## config.mk

```make
export PLATFORM = sky130hd
export DESIGN_NAME = input_conditioner_flat
export DESIGN_NICKNAME = d
export VERILOG_FILES = /design/src/rtl/input_conditioner_if.sv /design/src/rtl/input_conditioner.sv /design/src/flat_wrapper.sv
export SDC_FILE = /design/constraint.sdc
export NUM_CORES = 1
export LEC_CHECK = 0
export CAP_MARGIN = 20
export CORE_MARGIN = 4
export CORE_UTILIZATION = 50
export DETAILED_ROUTE_END_ITERATION = 8
export GPL_TIMING_DRIVEN = 0
export HOLD_SLACK_MARGIN = 0.08
export PLACE_DENSITY = 0.78
export SYNTH_ARGS = -nofsm -noshare
export SYNTH_HDL_FRONTEND = slang
export SYNTH_SLANG_ARGS = --single-unit
```

## constraint.sdc

```tcl
create_clock -name Clk -period 2.9 [get_ports Clk]
set_input_delay 0.435 -clock Clk [delete_from_list [all_inputs] [get_ports Clk]]
set_output_delay 0.435 -clock Clk [all_outputs]
set_load 0.1 [all_outputs]
```

## src/rtl/input_conditioner_if.sv

```systemverilog
// Button, switch and strobe bundle between the board-facing input stage and the
// multiplier controller side.
interface input_conditioner_if #(
    parameter int SW_WIDTH = 8
);
    logic                Run_n_raw;
    logic                Clear_n_raw;
    logic [SW_WIDTH-1:0] Sw_raw;
    logic                Busy;
    logic                Run_pulse;
    logic                Clear_pulse;
    logic                Run_level;
    logic                Clear_level;
    logic [SW_WIDTH-1:0] Sw_sync;
    logic [SW_WIDTH-1:0] Sw_hold;

    modport master (
        output Run_n_raw, Clear_n_raw, Sw_raw, Busy,
        input  Run_pulse, Clear_pulse, Run_level, Clear_level, Sw_sync, Sw_hold
    );

    modport slave (
        input  Run_n_raw, Clear_n_raw, Sw_raw, Busy,
        output Run_pulse, Clear_pulse, Run_level, Clear_level, Sw_sync, Sw_hold
    );
endinterface

```

## src/rtl/input_conditioner.sv

```systemverilog
// Synchronizes and debounces the Run/Clear push-buttons, emits single-cycle press
// strobes, and synchronizes/holds the operand switches for the B-register load.
module input_conditioner #(
    parameter int DEBOUNCE_CYCLES = 16,
    parameter int SW_WIDTH        = 8
) (
    input logic                Clk,
    input logic                Reset,
    input_conditioner_if.slave bus
);
    localparam int            CW      = $clog2(DEBOUNCE_CYCLES);
    localparam logic [CW-1:0] CNT_MAX = CW'(DEBOUNCE_CYCLES - 1);

    // Bit 0 is Run, bit 1 is Clear.
    logic [1:0]          raw_n;
    logic [1:0]          meta_n;
    logic [1:0]          sync_n;
    logic [1:0]          pressed;
    logic [1:0]          stable;
    logic [1:0]          rise;

    logic [SW_WIDTH-1:0] sw_meta;
    logic [SW_WIDTH-1:0] sw_sync;
    logic [SW_WIDTH-1:0] sw_hold;
    logic                run_pulse;
    logic                clear_pulse;

    assign raw_n = {bus.Clear_n_raw, bus.Run_n_raw};

    // Released buttons read high, so the synchronizers come out of reset released.
    always_ff @(posedge Clk) begin
        if (Reset) begin
            meta_n  <= 2'b11;
            sync_n  <= 2'b11;
            sw_meta <= '0;
            sw_sync <= '0;
        end else begin
            meta_n  <= raw_n;
            sync_n  <= meta_n;
            sw_meta <= bus.Sw_raw;
            sw_sync <= sw_meta;
        end
    end

    assign pressed = ~sync_n;

    for (genvar i = 0; i < 2; i++) begin : g_debounce
        logic          stable_q;
        logic [CW-1:0] count_q;

        always_ff @(posedge Clk) begin
            if (Reset) begin
                stable_q <= 1'b0;
                count_q  <= '0;
            end else if (pressed[i] == stable_q) begin
                count_q <= '0;
            end else if (count_q == CNT_MAX) begin
                stable_q <= pressed[i];
                count_q  <= '0;
            end else begin
                count_q <= count_q + CW'(1);
            end
        end

        assign stable[i] = stable_q;
        // Accepted press happening at this edge; lets the strobe rise with the level.
        assign rise[i]   = pressed[i] & ~stable_q & (count_q == CNT_MAX);
    end

    // Clear wins a tie with Run; a Run press accepted while Busy is dropped, not queued.
    always_ff @(posedge Clk) begin
        if (Reset) begin
            run_pulse   <= 1'b0;
            clear_pulse <= 1'b0;
            sw_hold     <= '0;
        end else begin
            clear_pulse <= rise[1];
            run_pulse   <= rise[0] & ~bus.Busy & ~rise[1];
            if (rise[1]) begin
                sw_hold <= sw_sync;
            end
        end
    end

    assign bus.Run_pulse   = run_pulse;
    assign bus.Clear_pulse = clear_pulse;
    assign bus.Run_level   = stable[0];
    assign bus.Clear_level = stable[1];
    assign bus.Sw_sync     = sw_sync;
    assign bus.Sw_hold     = sw_hold;
endmodule

```

## src/flat_wrapper.sv

```systemverilog
// flat-port wrapper written by rule: the top's interface ports become plain ports
module input_conditioner_flat 
#(
    parameter int DEBOUNCE_CYCLES = 16,
    parameter int SW_WIDTH        = 8
)
  (Clk, Reset, bus_Run_n_raw, bus_Clear_n_raw, bus_Sw_raw, bus_Busy, bus_Run_pulse, bus_Clear_pulse, bus_Run_level, bus_Clear_level, bus_Sw_sync, bus_Sw_hold);
  input_conditioner_if #(.SW_WIDTH(SW_WIDTH)) bus_i ();
  input logic Clk;
  input logic Reset;
  input wire logic [$bits(bus_i.Run_n_raw)-1:0] bus_Run_n_raw;
  input wire logic [$bits(bus_i.Clear_n_raw)-1:0] bus_Clear_n_raw;
  input wire logic [$bits(bus_i.Sw_raw)-1:0] bus_Sw_raw;
  input wire logic [$bits(bus_i.Busy)-1:0] bus_Busy;
  output wire logic [$bits(bus_i.Run_pulse)-1:0] bus_Run_pulse;
  output wire logic [$bits(bus_i.Clear_pulse)-1:0] bus_Clear_pulse;
  output wire logic [$bits(bus_i.Run_level)-1:0] bus_Run_level;
  output wire logic [$bits(bus_i.Clear_level)-1:0] bus_Clear_level;
  output wire logic [$bits(bus_i.Sw_sync)-1:0] bus_Sw_sync;
  output wire logic [$bits(bus_i.Sw_hold)-1:0] bus_Sw_hold;
  assign bus_i.Run_n_raw = bus_Run_n_raw;
  assign bus_i.Clear_n_raw = bus_Clear_n_raw;
  assign bus_i.Sw_raw = bus_Sw_raw;
  assign bus_i.Busy = bus_Busy;
  assign bus_Run_pulse = bus_i.Run_pulse;
  assign bus_Clear_pulse = bus_i.Clear_pulse;
  assign bus_Run_level = bus_i.Run_level;
  assign bus_Clear_level = bus_i.Clear_level;
  assign bus_Sw_sync = bus_i.Sw_sync;
  assign bus_Sw_hold = bus_i.Sw_hold;
  input_conditioner #(.DEBOUNCE_CYCLES(DEBOUNCE_CYCLES), .SW_WIDTH(SW_WIDTH)) u_core (.Clk(Clk), .Reset(Reset), .bus(bus_i));
endmodule
```

## Word level (Yosys, flattened, before mapping)

Cells that the tools add are included.

| storage, ports and cells | value |
|---|---|
| flip-flop bits (word level) | 40 |
| input bits | 13 |
| output and inout port bits | 20 |

| operators by class | value |
|---|---|
| equality and inequality tests | 4 |
| add/subtract/negate cells | 2 |
| reduce and logical (&&, ||, !) cells | 4 |
| bitwise operators | 13 |

Operator list:

| operator | number |
|---|---|
| $add 4x1->4 const B | 2 |
| $eq 4x4->1 const B | 2 |
| $and 1x1->1 | 6 |
| $not 1->1 | 6 |
| $reduce_or 3->1 | 2 |
| $reduce_and 2->1 | 2 |
| $eq 1x1->1 | 2 |
| $not 2->2 | 1 |

## Depth between registers and ports, before layout

| logic depth | value |
|---|---|
| depth in word-level cells | 5 |
| gate-level depth with buffers | 6 |
| mapped depth without buffers | 5 |

## Least setup slack after synthesis

No wires, ideal clock.

| timing | value |
|---|---|
| path type | flip-flop to flip-flop |
| start | register u_core.g_debounce[1].stable_q (netlist: u_core.bus.Clear_level) |
| end | register u_core.g_debounce[1].stable_q (netlist: u_core.bus.Clear_level) |
| path slack | 0.995 ns |
| setup time | 0.071 ns |
| cell stages (with the launch flop) | 5 |
| period minus slack after synthesis | 1.905 ns |
| arrival time | 1.834 ns |
| data required time | 2.829 ns |
| cell sequence | dfxtp_1 > inv_1 > ha_1 > or3_1 > a21oi_1 |

| between the ends | value |
|---|---|
| cells in the longest elaborated chain, start to end | 3 |

Ends and longest elaborated chain:

| what | RTL line | RTL |
|---|---|---|
| start, declared | input_conditioner.sv:48 | `logic stable_q;` |
| start signal, assigned | input_conditioner.sv:58 | `stable_q <= pressed[i];` |
| $eq 1x1->1 | input_conditioner.sv:55 | `end else if (pressed[i] == stable_q) begin` |
| $not 1->1 (no source line) | n/a |  |
| $reduce_and 2->1 (no source line) | n/a |  |

No other way between the ends.
A chain may end at the register's enable or synchronous reset.

## Worst setup path in the final report

| timing | value |
|---|---|
| start | register u_core.sw_sync[2] (netlist: u_core.bus.Sw_sync[2]) |
| end | output bus_Sw_sync[2] |

RTL lines:

| what | RTL line | RTL |
|---|---|---|
| start, declared | input_conditioner.sv:23 | `logic [SW_WIDTH-1:0] sw_sync;` |
| start signal, assigned | input_conditioner.sv:41 | `sw_sync <= sw_meta;` |
| end, declared | flat_wrapper.sv:19 | `output wire logic [$bits(bus_i.Sw_sync)-1:0] bus_Sw_sync;` |

No word-level cell between the ends.

==> out/results.tsv <==
stage	metric	value	unit
synth	Synth Area in XOR/XNOR	0.0271	
cells_and_area	Non-Filler Instances	196	
place	pre-CTS WS	0.986	ns
critical_path	depth of the most critical reg-to-reg path	4	
routing	DRT Pass-1 Iters	4	
cells_and_area	Filler cells	202	
clock_tree	CTS tree	done	
clock_tree	Num Clock Sinks	40	
synth	synthesized flop and latch total	40	
grt	largest net degree at the start of global routing	13	
synth	sequential fraction of the synthesis area	0.620	
cells_and_area	ANT cells	0	
cells_and_area	multi-input logic area	452	µm²
clock_tree	CTS Buf Count	5	
routing	vias post-DR	961	
synth	Synth Area in Adders	0.0388	
critical_path	Reg-to-Reg Start	u_core.g_debounce[1].count_q[0]	
routing	Post-Route WL	2420	µm
synth	Simple-Gate Fraction of Synth Area	0.237	
synth	Mapped Area	0.00129	mm²
grt	Tot GR Track Use	0.162	
timing	post-route minimum period	2.29	ns
place	PortBufs	31	
synth	syn_nets	145	
timing	final hold vios	0	
synth	largest family of logic cells by synthesized area	simple AND/OR/NAND/NOR gates	
clock_tree	post-CTS resize count	0	
critical_path	Setup CP Type	reg2out	
hold_path	hold worst-path end	u_core.bus.Sw_sync[4]	
clock_tree	CTS Hold Bufs	0	
timing	clock skew	0.00997	ns
routing	Final ANT Viol Nets	0	
synth	Avg Synthesized Cell Area	10.1	µm²
grt	number of global-route vias before repair	1017	
timing	Max Clk Rate	437	MHz
critical_path	Setup crit start kind	flip-flop	
die	number of I/O pins	33	
timing	Slew @ Worst Pin	0.972	ns
die	width of the die	58.8	µm
critical_path	worst path cell trace	clkdlybuf4s50_1	
hold_path	worst min path class	in2reg	
power	maximum vdd drop	599	µV
cells_and_area	Reg area	801	µm²
die	Placeable Area	0.00248	mm²
die	Initial Util	0.521	
critical_path	WP buf/inv	1	
clock_tree	Clock H-tree levels	2	
critical_path	Levels on crit path	1	
synth	cells after synthesis	128	
grt	gr ovfl total	0	
synth	Synth Area in Compound Gates	0.0465	
critical_path	Worst setup EP type	output pin	
synth	mux contribution to synthesized area	0	
routing	Avg WL per Cell	12.3	µm
grt	first-pass GRT wire length	4150	µm
critical_path	CP max-delay cell	clkdlybuf4s50_1	
cells_and_area	Layout area overhead	34.5	%
place	Area after DPL	0.00164	mm²
cells_and_area	nets	183	
cells_and_area	share of cells above drive strength 1	0.0843	
clock_tree	post-CTS setup buffer count	0	
clock_tree	Clock Root Buffer	clkbuf_4	
timing	Min Hold Slack	0.369	ns
critical_path	Top delay family on crit path	buffers and inverters	
synth	Synth cell types	23	
routing	Vias/cell	4.90	
power	static leakage	0.661	nW
clock_tree	CTS Buffer Depth	2	
clock_tree	clock network latency to the later pin of the worst-skew pair	0.34	ns
critical_path	Worst EP required	2.47	ns
synth	Yosys warnings	0	
routing	drt initial violations	25	
timing	unrepaired setup endpoints after global routing	no	
die	FP Rows	18	
cells_and_area	Util after Layout	0.701	
critical_path	RR Endpoint	u_core.bus.Sw_hold[4]	
critical_path	WP data arrival	1.85	ns
place	DP Wirelength	1880	µm
place	Placer Congestion	0.781	
power	Final Power	1.08	mW
clock_tree	clock-pin slew of the registers on the worst-case setup and hold paths	0.11	ns
cells_and_area	design area	0.00174	mm²
timing	Final Slew Violations	0	
timing	Finish-stage setup viols	0	
hold_path	worst min-delay path startpoint	Reset	
grt	initial antenna violation count	0	
critical_path	Crit path largest cell delay	1.14	ns
die	DIE AREA	0.00346	mm²
timing	fin crit share	0.788	
power	PwrDens	621	mW/mm²
run_status	status	completed	
place	DP Cell Count	189	
critical_path	R2R setup slack	1.56	ns
die	Die Y	58.8	µm
routing	DR DRC count	0	
timing	Slew HR	0.350	
hold_path	Hold Path Stages	2	
critical_path	worst-path fanout max	2	
timing	Final WS setup	0.614	ns
timing	post-route setup TNS	0	ns
flow_run	maxcap violations	0	
## flip-flops by register name, summed over array words and instances, names as in the netlist
register / flops
u_core.meta_n: 2
u_core.bus.Run_level: 1
u_core.sw_meta: 8
u_core.bus.Clear_pulse: 1
u_core.sync_n: 2
u_core.bus.Clear_level: 1
u_core.bus.Run_pulse: 1
u_core.bus.Sw_hold: 8
u_core.g_debounce.count_q: 8
u_core.bus.Sw_sync: 8
## final cells by class
type                            instances  share of cell area
Timing Repair Buffer                   31               0.179
Clock inverter                          2              0.0346
Sequential cell                        40               0.461
Clock buffer                            5              0.0216
Tap cell                               30              0.0216
Multi-Input combinational cell         79               0.260
Inverter                                4             0.00865
Buffer                                  5              0.0137
## cells by family after synthesis
family | after synthesis
buf+inv | 9
simple gates | 59
fa+ha+maj | 4
compound gates | 12
flops | 40
xor+xnor | 4
## metal layers
| layer | GRT usage | vias up | routed length, µm | part of all wire |
|---|---|---|---|---|
| met1 | 0.175 | 441 | 984 | 0.41 |
| li1 | - | 488 | - | - |
| met2 | 0.271 | 23 | 1190 | 0.49 |
| met4 | 0.113 | 0 | 104 | 0.043 |
| met3 | 0.0461 | 9 | 133 | 0.055 |
| met5 | 0 | - | 0 | 0 |
## power by group
group          switching, mW  leakage, nW  internal [mW]
registers            0.00499        0.327          0.563
clock network          0.168       0.0513          0.264
logic                 0.0488        0.283         0.0300
total                  0.222        0.661          0.857
## worst max-delay path by stage
stage                        endpoint                    from
3_3_place_gp           bus_Sw_sync[2]   u_core.bus.Sw_sync[2]
5_1_grt                bus_Sw_sync[2]   u_core.bus.Sw_sync[2]
4_1_cts                bus_Sw_sync[2]   u_core.bus.Sw_sync[2]
2_1_floorplan  u_core.bus.Clear_level  u_core.bus.Clear_level
6_report               bus_Sw_sync[2]   u_core.bus.Sw_sync[2]
3_5_place_dp            bus_Run_level    u_core.bus.Run_level
## Yosys cell counts, drive strengths merged
cell type,number,share of area
or2,4,0.019
a21oi,10,0.039
nor4,1,0.0048
or3,2,0.0097
o21ai,2,0.0078
xor2,2,0.014
nand2b,1,0.0048
and4,1,0.0068
nand4,1,0.0048
nor2,7,0.020
xnor2,2,0.014
nand2,18,0.052
nor2b,16,0.078
inv,4,0.012
buf,2,0.0097
nor3,2,0.0078
dfxtp,40,0.62
and3,2,0.0097
clkbuf,3,0.0087
ha,4,0.039
nand3,4,0.019
## cell usage in the layout (no fill, tap or decap), types with 2 or more instances in the layout
cell and n:
clkbuf_1 3, and3_1 2, o21ai_0 2, or3_1 2
ha_1 4, a21oi_1 10, or2_2 4, nor3_1 2
nand2_1 18, nor2b_1 16, dfxtp_1 40, clkbuf_4 5
nand3_1 3, clkdlybuf4s50_1 31, nor2_1 7, xnor2_1 2
bufinv_16 2, inv_1 4, xor2_1 2
(Power assumes the default switching activity.)
